**src/rtl/muldiv_hilo.sv**
```systemverilog
// Iterative shift-add multiply / restoring divide unit owning the HI/LO registers.
// Latency: WIDTH+1 cycles from acceptance to done; mthi/mtlo visible the next cycle.
// Backpressure: busy high while in flight; start is ignored while busy, flush aborts.
module muldiv_hilo #(
    parameter int WIDTH = 32,
    parameter int CNT_W = $clog2(WIDTH + 1)
) (
    input  logic             clock,
    input  logic             reset,
    input  logic             start,
    input  logic [2:0]       op,
    input  logic [WIDTH-1:0] a,
    input  logic [WIDTH-1:0] b,
    input  logic             flush,
    output logic             busy,
    output logic             done,
    output logic             div_by_zero,
    output logic [WIDTH-1:0] hi,
    output logic [WIDTH-1:0] lo
);

    typedef enum logic [1:0] {IDLE, RUN, FIX} state_t;

    state_t               state;
    logic [CNT_W-1:0]     cnt;
    logic [2*WIDTH-1:0]   acc;     // mult: {partial, multiplier}; div: {rem, quot}
    logic [WIDTH-1:0]     opnd;    // multiplicand or divisor magnitude
    logic                 is_div;
    logic                 neg_q;
    logic                 neg_r;
    logic                 dz;

    logic                 signed_op;
    logic                 b_zero;
    logic [WIDTH-1:0]     a_mag;
    logic [WIDTH-1:0]     b_mag;
    logic [WIDTH-1:0]     addend;
    logic [WIDTH:0]       mul_sum;
    logic [WIDTH:0]       r_sh;
    logic [WIDTH+1:0]     diff;
    logic [2*WIDTH-1:0]   step;
    logic [2*WIDTH-1:0]   prod;
    logic [WIDTH-1:0]     quo;
    logic [WIDTH-1:0]     rmd;

    always_comb begin
        signed_op = ~op[0];
        b_zero    = (b == '0);
        a_mag     = (signed_op && a[WIDTH-1]) ? -a : a;
        b_mag     = (signed_op && b[WIDTH-1]) ? -b : b;

        addend  = acc[0] ? opnd : '0;
        mul_sum = {1'b0, acc[2*WIDTH-1:WIDTH]} + {1'b0, addend};

        r_sh = {acc[2*WIDTH-1:WIDTH], acc[WIDTH-1]};
        diff = {1'b0, r_sh} - {2'b00, opnd};

        if (is_div) begin
            if (diff[WIDTH+1])
                step = {r_sh[WIDTH-1:0], acc[WIDTH-2:0], 1'b0};
            else
                step = {diff[WIDTH-1:0], acc[WIDTH-2:0], 1'b1};
        end else begin
            step = {mul_sum, acc[WIDTH-1:1]};
        end

        prod = neg_q ? -acc : acc;
        quo  = neg_q ? -acc[WIDTH-1:0] : acc[WIDTH-1:0];
        rmd  = neg_r ? -acc[2*WIDTH-1:WIDTH] : acc[2*WIDTH-1:WIDTH];
    end

    always_ff @(posedge clock) begin
        if (reset) begin
            state       <= IDLE;
            cnt         <= '0;
            acc         <= '0;
            opnd        <= '0;
            is_div      <= 1'b0;
            neg_q       <= 1'b0;
            neg_r       <= 1'b0;
            dz          <= 1'b0;
            hi          <= '0;
            lo          <= '0;
            busy        <= 1'b0;
            done        <= 1'b0;
            div_by_zero <= 1'b0;
        end else begin
            done        <= 1'b0;
            div_by_zero <= 1'b0;
            case (state)
                IDLE: begin
                    if (start && !flush) begin
                        if (!op[2]) begin
                            is_div <= op[1];
                            // Divide by zero keeps the all-ones quotient unsigned
                            neg_q  <= signed_op && (a[WIDTH-1] ^ b[WIDTH-1]) && !(op[1] && b_zero);
                            neg_r  <= signed_op && a[WIDTH-1];
                            dz     <= op[1] && b_zero;
                            opnd   <= op[1] ? b_mag : a_mag;
                            acc    <= {{WIDTH{1'b0}}, (op[1] ? a_mag : b_mag)};
                            cnt    <= CNT_W'(WIDTH);
                            busy   <= 1'b1;
                            state  <= RUN;
                        end else if (!op[1]) begin
                            if (op[0])
                                lo <= a;
                            else
                                hi <= a;
                        end
                    end
                end
                RUN: begin
                    if (flush) begin
                        busy  <= 1'b0;
                        state <= IDLE;
                    end else begin
                        acc <= step;
                        cnt <= cnt - CNT_W'(1);
                        if (cnt == CNT_W'(1))
                            state <= FIX;
                    end
                end
                FIX: begin
                    if (!flush) begin
                        if (is_div) begin
                            lo <= quo;
                            hi <= rmd;
                        end else begin
                            lo <= prod[WIDTH-1:0];
                            hi <= prod[2*WIDTH-1:WIDTH];
                        end
                        done        <= 1'b1;
                        div_by_zero <= dz;
                    end
                    busy  <= 1'b0;
                    state <= IDLE;
                end
                default: begin
                    busy  <= 1'b0;
                    state <= IDLE;
                end
            endcase
        end
    end

endmodule
```
**config.mk**
```make
export PLATFORM = sky130hd
export DESIGN_NAME = muldiv_hilo
export DESIGN_NICKNAME = d
export VERILOG_FILES = /design/src/rtl/muldiv_hilo.sv
export SDC_FILE = /design/constraint.sdc
export NUM_CORES = 1
export LEC_CHECK = 0
export BUFFER_PORTS_ARGS = -buffer_cell sky130_fd_sc_hd__buf_2
export CORE_ASPECT_RATIO = 0.6
export CORE_MARGIN = 4
export CORE_UTILIZATION = 60
export CTS_CLUSTER_DIAMETER = 50
export DETAILED_ROUTE_END_ITERATION = 16
export PLACE_DENSITY_LB_ADDON = 0.05
export SYNTH_ARGS = -nofsm -noshare
export SYNTH_HDL_FRONTEND = slang
export SYNTH_SLANG_ARGS = --single-unit
```
**constraint.sdc**
```tcl
create_clock -name clock -period 3.9 [get_ports clock]
set_input_delay 0.585 -clock clock [delete_from_list [all_inputs] [get_ports clock]]
set_output_delay 0.585 -clock clock [all_outputs]
set_load 0.01 [all_outputs]
```
Yosys cells after proc, flatten, opt, wreduce, memory -nomap -nowiden:

Cells that the tools add are included.

* bits in registers: 175
* input bits: 71

* $add $sub $neg: 8
* eq/ne operators: 13
* multiplexer cells: 42
* bitwise logic cells: 4
* reduce and logical (&&, ||, !) cells: 20

Operators by type and width (number)
* 32-bit two-way mux: 19
* 64-bit two-way mux: 6
* 32-bit negator: 4
* 32-bit case mux with 2 select lines: 2
* 64-bit case mux with 2 select lines: 1
* 64-bit negator: 1
* 33-bit by 32-bit subtractor with 34-bit output: 1
* 32-bit by 32-bit adder with 33-bit output: 1
* 32-bit logical NOT: 1
* 6-bit two-way mux: 3
* 2-bit != test (second input constant): 9
* 6-bit case mux with 2 select lines: 1
* 6-bit AND reduction: 2
* 3-bit AND reduction: 3
* 2-bit two-way mux: 4
* 6-bit by 1-bit equality test with 1-bit output (second input constant): 1
* 1-bit logical AND: 6
* 6-bit by 1-bit subtractor with 6-bit output (second input constant): 1
* 1-bit two-way mux: 4
* 2-bit case mux with 2 select lines: 1
* 4-bit AND reduction: 1
* 2-bit nonzero test: 2
* 3-bit != test (second input constant): 1
* 1-bit NOT: 3
* other kinds (8): 9

Logic depth before layout (Yosys ltp):

Gate-level depths: netlist (run 1).

* word-level depth: 7
* gate-level depth with buffers: 14

Worst setup path before layout (run 1):

No wires, ideal clock.

* path type: reg-to-reg
* from: register acc[0]
* to: register acc[61]
* setup time: 117 ps
* arrival: 3338 ps
* required time: 3783 ps
* setup slack: 445 ps
* stages on the path, launching flop included: 14
* clock period less this slack: 3455 ps
* cells stage by stage: dfxtp_1 inv_1 clkbuf_1 nor2_1 ha_1 a21oi_1 nor4b_1 a21oi_1 a2111oi_0 o31ai_1 a311o_1 a21oi_1 mux2i_1 a32o_1

* cells in the longest elaborated chain, start to end: 5

Ends and longest elaborated chain
* from (decl): RTL line 26 `logic [2*WIDTH-1:0] acc;`
* from (signal assigned): RTL line 100 `acc <= {{WIDTH{1'b0}}, (op[1] ? a_mag : b_mag)};`
* from (signal assigned): RTL line 117 `acc <= step;`
* 32-bit two-way mux: RTL line 52 `addend = acc[0] ? opnd : '0;`
* 32-bit by 32-bit adder with 33-bit output: RTL line 53 `mul_sum = {1'b0, acc[2*WIDTH-1:WIDTH]} + {1'b0, addend};`
* 64-bit two-way mux: RTL line 58 `if (is_div) begin`
* 64-bit two-way mux: RTL line 113 `if (flush) begin`
* 64-bit case mux with 2 select lines: RTL line 90 `case (state)`

No other way between the ends. The select of a mux whose other input is x is not followed.
A chain may end at the register's enable or synchronous reset.

Final worst setup path (run 1):

Ends and elaborated chain as after synthesis.

==> metrics.cfg, run 1 <==
[outcome]
status = completed

[timing]
slew_viol_final = 0
max_slew_margin_pct = 28.4
max_freq_ghz = 0.273
fin_skew_ps = 14.5
hold_viol = 0
finalSetupViolations = 0
rsz0062_at_grt = false
tightestPinTransition_ps = 1070
layout_setup_ws_ps = 236
finalCritPeriodShare_pct = 93.9
period_needed_ps = 3660
tns_ps = 0

[pwr]
internal_power_w = 0.00338
comb_power_share_pct = 23.5
p_per_area_mw_per_mm2 = 310
power_switching_w = 0.00166
pwr-share-clk_pct = 38.6
ir_drop_v = 0.000342
p_seq_share_pct = 37.9
p_leak_nw = 6.68
p_sw_share_pct = 33.0

[synthesis]
yosys.area_share.adder_pct = 6.35
synth_cell_types = 74
synth_nets = 2120
synth_compound_area_share_pct = 28.9
synth_top_family_by_area = compound AO/OA/AOI/OAI gates
yosys_warnings = 0
async_flop_share_pct = 0
synthMuxAreaShare_pct = 3.69
ys_seq_area_share_pct = 24.3
synthXorXnorAreaFrac_pct = 9.78
synth_edf_count = 0
syn-mean-instance-area_um2 = 7.29
postSynthCellCount = 1977
synth_ff_type = dfxtp_1
syn_area_mm2 = 0.0144
ys_ff_latch = 175
yosys.area_share.simple_pct = 21.7

[route]
drt-pass1-iter-count = 7
viasPerCell = 6.79
first_iter_violations = 2633
vias = 16300
drt-total-wl_mm = 58.0
route.detailed.drc = 0
wl_per_cell_um = 24.1
ant_nets = 0

[floorplan]
core_area_mm2 = 0.0233
die_x_um = 208
row_count = 43
start_util_pct = 61.7
fp.dieH_um = 128
ios = 138
dieArea_mm2 = 0.0266

[worst_setup_path]
cpLargestDelayFamily = compound AO/OA/AOI/OAI gates
regToRegStartpoint = acc[0]
path_cells = inv_1 > buf_4 > nor2_1 > ha_1 > a21oi_1 > o311ai_0 > a221o_1 > a2111oi_1 > buf_4 > o31ai_1 > buf_4 > a311o_1 > a21oi_1 > mux2i_1 > a32o_1
endpoint_kind = flop
worst_path_max_delay_cell = ha_1
critical_path.max_fanout = 11
cp_num_buf_inv = 4
r2r_end = acc[61]
crit_type = reg2reg
crit_path_start_kind = flop
worstRegToRegCells = 15
cp_slowest_stage_delay_ps = 360
cp.arrival_ps = 4020
path_common_cell = buf_4
r2r_slack_ps = 240
cp.required_ps = 4260

[worst_hold_path]
min_from = flush
whs_endpoint = state[0]
min_path_type = in2reg
hold_depth = 2

[clocking]
clkSinkCount = 175
clk_pin_slew_worst_paths_ps = 70
cts_tree = yes
numCtsBuffers = 17
clockRootBuffer = clkbuf_16
clk_latency_ps = 470
clockBufferDepth = 2
h-tree-depth = 4

[cells_and_area]
area_delta_synth_final_pct = 12.9
nets = 2220
diodes = 0
fillers = 1994
drive_gt1_share_pct = 13.5

[placed_design]
gp_congestion = 1.06
pre_cts_ws_ps = 265
io_buffers = 137
dpl.hpwl_mm = 45.0

[global_routing]
antenna_found_initial = 0
grt_overflow = 0
grt_usage_pct = 41.9
grt_first_pass_wirelength_mm = 86.4
grt_max_degree = 59
grt_pass1_vias = 14200

[flow_run]
maxCapViolations = 0

==> how the worst max path moves through the flow <==
stage                     cells past startpoint     from      end  slack (ps)
final                                        15   acc[0]  acc[61]         240
after global routing                         15   acc[0]  acc[61]          40
after CTS                                    13  acc[31]  acc[60]         230
after detailed placement                     13  acc[31]  acc[60]         270
after global placement                       15   acc[0]  acc[61]         330
after floorplan                              13   acc[0]  acc[61]         440
==> per-layer routing <==
metal  GRT usage (%)  routed length, um  vias to the layer above
met5            3.63                132                        -
met4            9.03               1230                        2
met3            20.2              11000                      111
met2            52.4              20800                     1231
met1            63.1              24800                     7567
li1                -                  -                     7416
==> power groups by stage <==
stage	Combinational [W]	Clock (W)	Sequential [W]
global placement	0.00109	0	0.00194
finish	0.00119	0.00195	0.00191
floorplan	0.000731	0	0.00192
detailed placement	0.00111	0	0.00195
CTS	0.00112	0.00193	0.00191
global route	0.00125	0.00201	0.00191
==> state kept, by name, indices dropped and copies added, names as in the netlist <==
name         flops
acc             64
hi              32
lo              32
opnd            32
cnt              6
state            2
busy             1
div_by_zero      1
done             1
dz               1
is_div           1
neg_q            1
neg_r            1
==> through the flow <==
step	instances	hold slack, ps	total power [W]	cell area (um2)	util [%]
global placement	2372	425	0.00304	15600	66.8
floorplan	1977	431	0.00265	14400	-
detailed placement	2372	433	0.00305	15600	66.8
finish	2404	419	0.00504	16300	69.7
CTS	2403	423	0.00496	16300	69.6
global route	2404	438	0.00518	16300	69.7
==> kinds of logic (layout without fill, tap and decap cells) <==
family	Yosys count	in the layout
xor gates and xnor gates	161	161
buffers and inverters	198	310
DFF	175	175
adders and majority gates	72	72
AOI/OAI and AO/OA	641	641
muxes	53	53
and+or+nand+nor	677	677
==> cell usage after synthesis, types with 19 or more instances <==
cell | count | area [um2]
nor2_1 | 232 | 871
nand2_1 | 196 | 736
a21oi_1 | 191 | 956
dfxtp_1 | 175 | 3500
clkbuf_1 | 114 | 428
o21ai_0 | 114 | 571
xnor2_1 | 89 | 780
xor2_1 | 72 | 631
ha_1 | 70 | 876
a211oi_1 | 67 | 503
inv_1 | 63 | 236
nor3_1 | 57 | 285
mux2i_1 | 52 | 521
o211ai_1 | 46 | 345
nand3_1 | 42 | 210
a21o_1 | 34 | 255
a31oi_1 | 28 | 175
or3_1 | 20 | 125
o31ai_1 | 19 | 143
==> final cells by class <==
type                       count  area [um2]  share of cell area [%]
clock buffer                  17         425                    2.61
clock inverter                14         216                    1.33
inverter                      65         244                    1.50
multi-input combinational   1604       10200                    62.8
sequential                   175        3500                    21.5
tap                          315         394                    2.42
timing repair buffer         214        1280                    7.86
==> repair_timing <==
action                                  in CTS  in global routing
hold endpoints to repair                     0                  0
endpoints found under the setup margin       0                  4
setup buffers                                0                  1
resized for setup                            0                  6
hold buffers                                 0                  0
==> placed cells by master (no fill, tap or decap), drive strengths merged, types with 34 or more instances in the layout <==
cell / Yosys / routed
a211oi: 67 / 67
a21o: 34 / 34
a21oi: 191 / 191
buf: 18 / 214
dfxtp: 175 / 175
ha: 70 / 70
inv: 63 / 64
mux2i: 52 / 52
nand2: 196 / 196
nand3: 43 / 43
nor2: 232 / 232
nor3: 57 / 57
o211ai: 46 / 46
o21ai: 117 / 117
xnor2: 89 / 89
xor2: 72 / 72
Power figures use the tool's default switching activity.
==> inputs of run 2 (changes only) <==
--- a/config.mk
+++ b/config.mk
@@ -10,4 +10,5 @@
 export CORE_MARGIN = 4
 export CORE_UTILIZATION = 60
+export CTS_BUF_LIST = sky130_fd_sc_hd__clkbuf_8
 export CTS_CLUSTER_DIAMETER = 50
 export DETAILED_ROUTE_END_ITERATION = 16
==> constraint.sdc (replaced) <==
create_clock -name clock -period 3.9 [get_ports clock]
set_input_delay 1.17 -clock clock [delete_from_list [all_inputs] [get_ports clock]]
set_output_delay 1.17 -clock clock [all_outputs]
set_load 0.01 [all_outputs]
==> run 2 against run 1 <==
  * Critical path depth shrank 2
  * Sequential share of layout area shrank 0.096 points
  * First-iteration DRC count grew 18%
  * Global-route usage grew 0.38 points
  * Sequential cell count is the same
  * Wire length grew 1.6%
  * Final area grew 0.45%
  * Die area is the same
  * Worst setup slack lost 62 ps
  * Critical path type unchanged
  * Critical endpoint is now acc[60]
  * Largest power group is now sequential cells
  * Highest routed layer unchanged
==> metrics.cfg, run 2 (synthesis gave the netlist of run 1 again) <==
[cells_and_area]
final_util_pct = 70.0
drive_gt1_share_pct = 15.1
layout_common_cells = nor2_1, nand2_1, a21oi_1
nets = 2258
largest_reg_flops = 64
area_delta_synth_final_pct = 13.4
layout_commonest_cell = nor2_1
final_cell_count_no_fill = 2444
regMostFlops = acc

[global_routing]
grt_pass1_vias = 14600
grt_max_degree = 76
grt_overflow = 0
antenna_found_initial = 1
grt_first_pass_wirelength_mm = 87.3
grt_usage_pct = 42.3

[worst_setup_path]
endpoint_kind = flop
crit_type = reg2reg
cp.arrival_ps = 4180
regToRegStartpoint = acc[31]
critical_path.max_fanout = 4
cp.required_ps = 4350
crit_path_start_kind = flop
crit_start = acc[31]

[floorplan]
start_util_pct = 61.7
dieArea_mm2 = 0.0266
fp.dieH_um = 128
core_area_mm2 = 0.0233
row_count = 43
die_x_um = 208
ios = 138

[clocking]
clk_pin_slew_worst_paths_ps = 110
clockRootBuffer = clkbuf_8
clk_latency_ps = 530
numCtsBuffers = 17
h-tree-depth = 4
clockBufferDepth = 2
holdBufCountCts = 0
postCtsSetupRepairBufs = 0
clkSinkCount = 175
cts_tree = yes

[pwr]
p_leak_nw = 6.77
ir_drop_v = 0.000285
p_per_area_mw_per_mm2 = 272
total_power_w = 0.00444

[timing]
max_freq_ghz = 0.268
finalSetupViolations = 0
fin_skew_ps = 22.6
max_slew_margin_pct = 40.1
layout_setup_ws_ps = 174
hold_viol = 0
tightestPinTransition_ps = 891
slew_viol_final = 0
period_needed_ps = 3730
rsz0062_at_grt = false
finalCritPeriodShare_pct = 95.5

[placed_design]
dp.cells = 2411
dpl.hpwl_mm = 45.7
io_buffers = 137
pre_cts_ws_ps = -82.7
gp_congestion = 1.06

[route]
drt-pass1-iter-count = 7
viasPerCell = 6.83
ant_nets = 0
route.detailed.drc = 0
vias = 16700
drt-total-wl_mm = 58.9
first_iter_violations = 3120
wl_per_cell_um = 24.1

[outcome]
status = completed

[flow_run]
maxCapViolations = 0

[worst_hold_path]
min_path_type = reg2reg
min_from = hi[25]

run 2: power breakdown:
| group | internal, W | switching (W) |
|---|---|---|
| sequential | 0.00184 | 0.0000662 |
| clock | 0.000513 | 0.000789 |
| combinational | 0.000436 | 0.000801 |
| total | 0.00279 | 0.00166 |
run 2: layout make-up:
type | count | area, um2
flip-flops and latches | 175 | 3500
repair buffers | 252 | 1600
inverters | 65 | 244
clock buffers | 17 | 234
fillers | 2019 | 7000
clock inverters | 15 | 136
well taps | 315 | 394
multi-input cells | 1604 | 10200
diodes | 1 | 2.50
run 2: metrics by stage:
stage / hold WS [ps] / TNS, ps / cell area (um2)
2_1_floorplan: 431 / 0 / 14400
3_3_place_gp: 441 / -47.5 / 15900
4_1_cts: 456 / 0 / 16300
5_1_grt: 482 / 0 / 16300
6_report: 458 / 0 / 16400
3_5_place_dp: 443 / -142 / 15900
run 2: routing by layer:
metal	share of wire (%)	vias to the layer above	GRT usage [%]
met3	19	139	21.3
li1	-	7495	-
met5	0.022	-	0
met4	2.7	2	11.4
met1	42	7720	61.7
met2	36	1335	53.8
run 2: critical path, stage by stage (launching register included):
cell      delay, ps
dfxtp_1         410
inv_2           170
ha_1            190
inv_1            50
fa_1            400
a21o_1          210
a221oi_1        390
o311a_1         310
o211ai_1        210
a31oi_2         310
o21ai_0         140
a21bo_2         220
or4_1           520
o211ai_1        100
run 2: what timing repair did:
action,CTS,global route
setup endpoints to repair,2,5
resized for setup,1,9
hold endpoints to repair,0,0
run 2: final timing paths:
kind                   to  slack, ps  cells after the start
setup / recovery  acc[60]        170                     13
hold / removal     hi[25]        460                      2
setup reg to reg  acc[60]        170                     13
hold reg to reg    hi[25]        460                      2
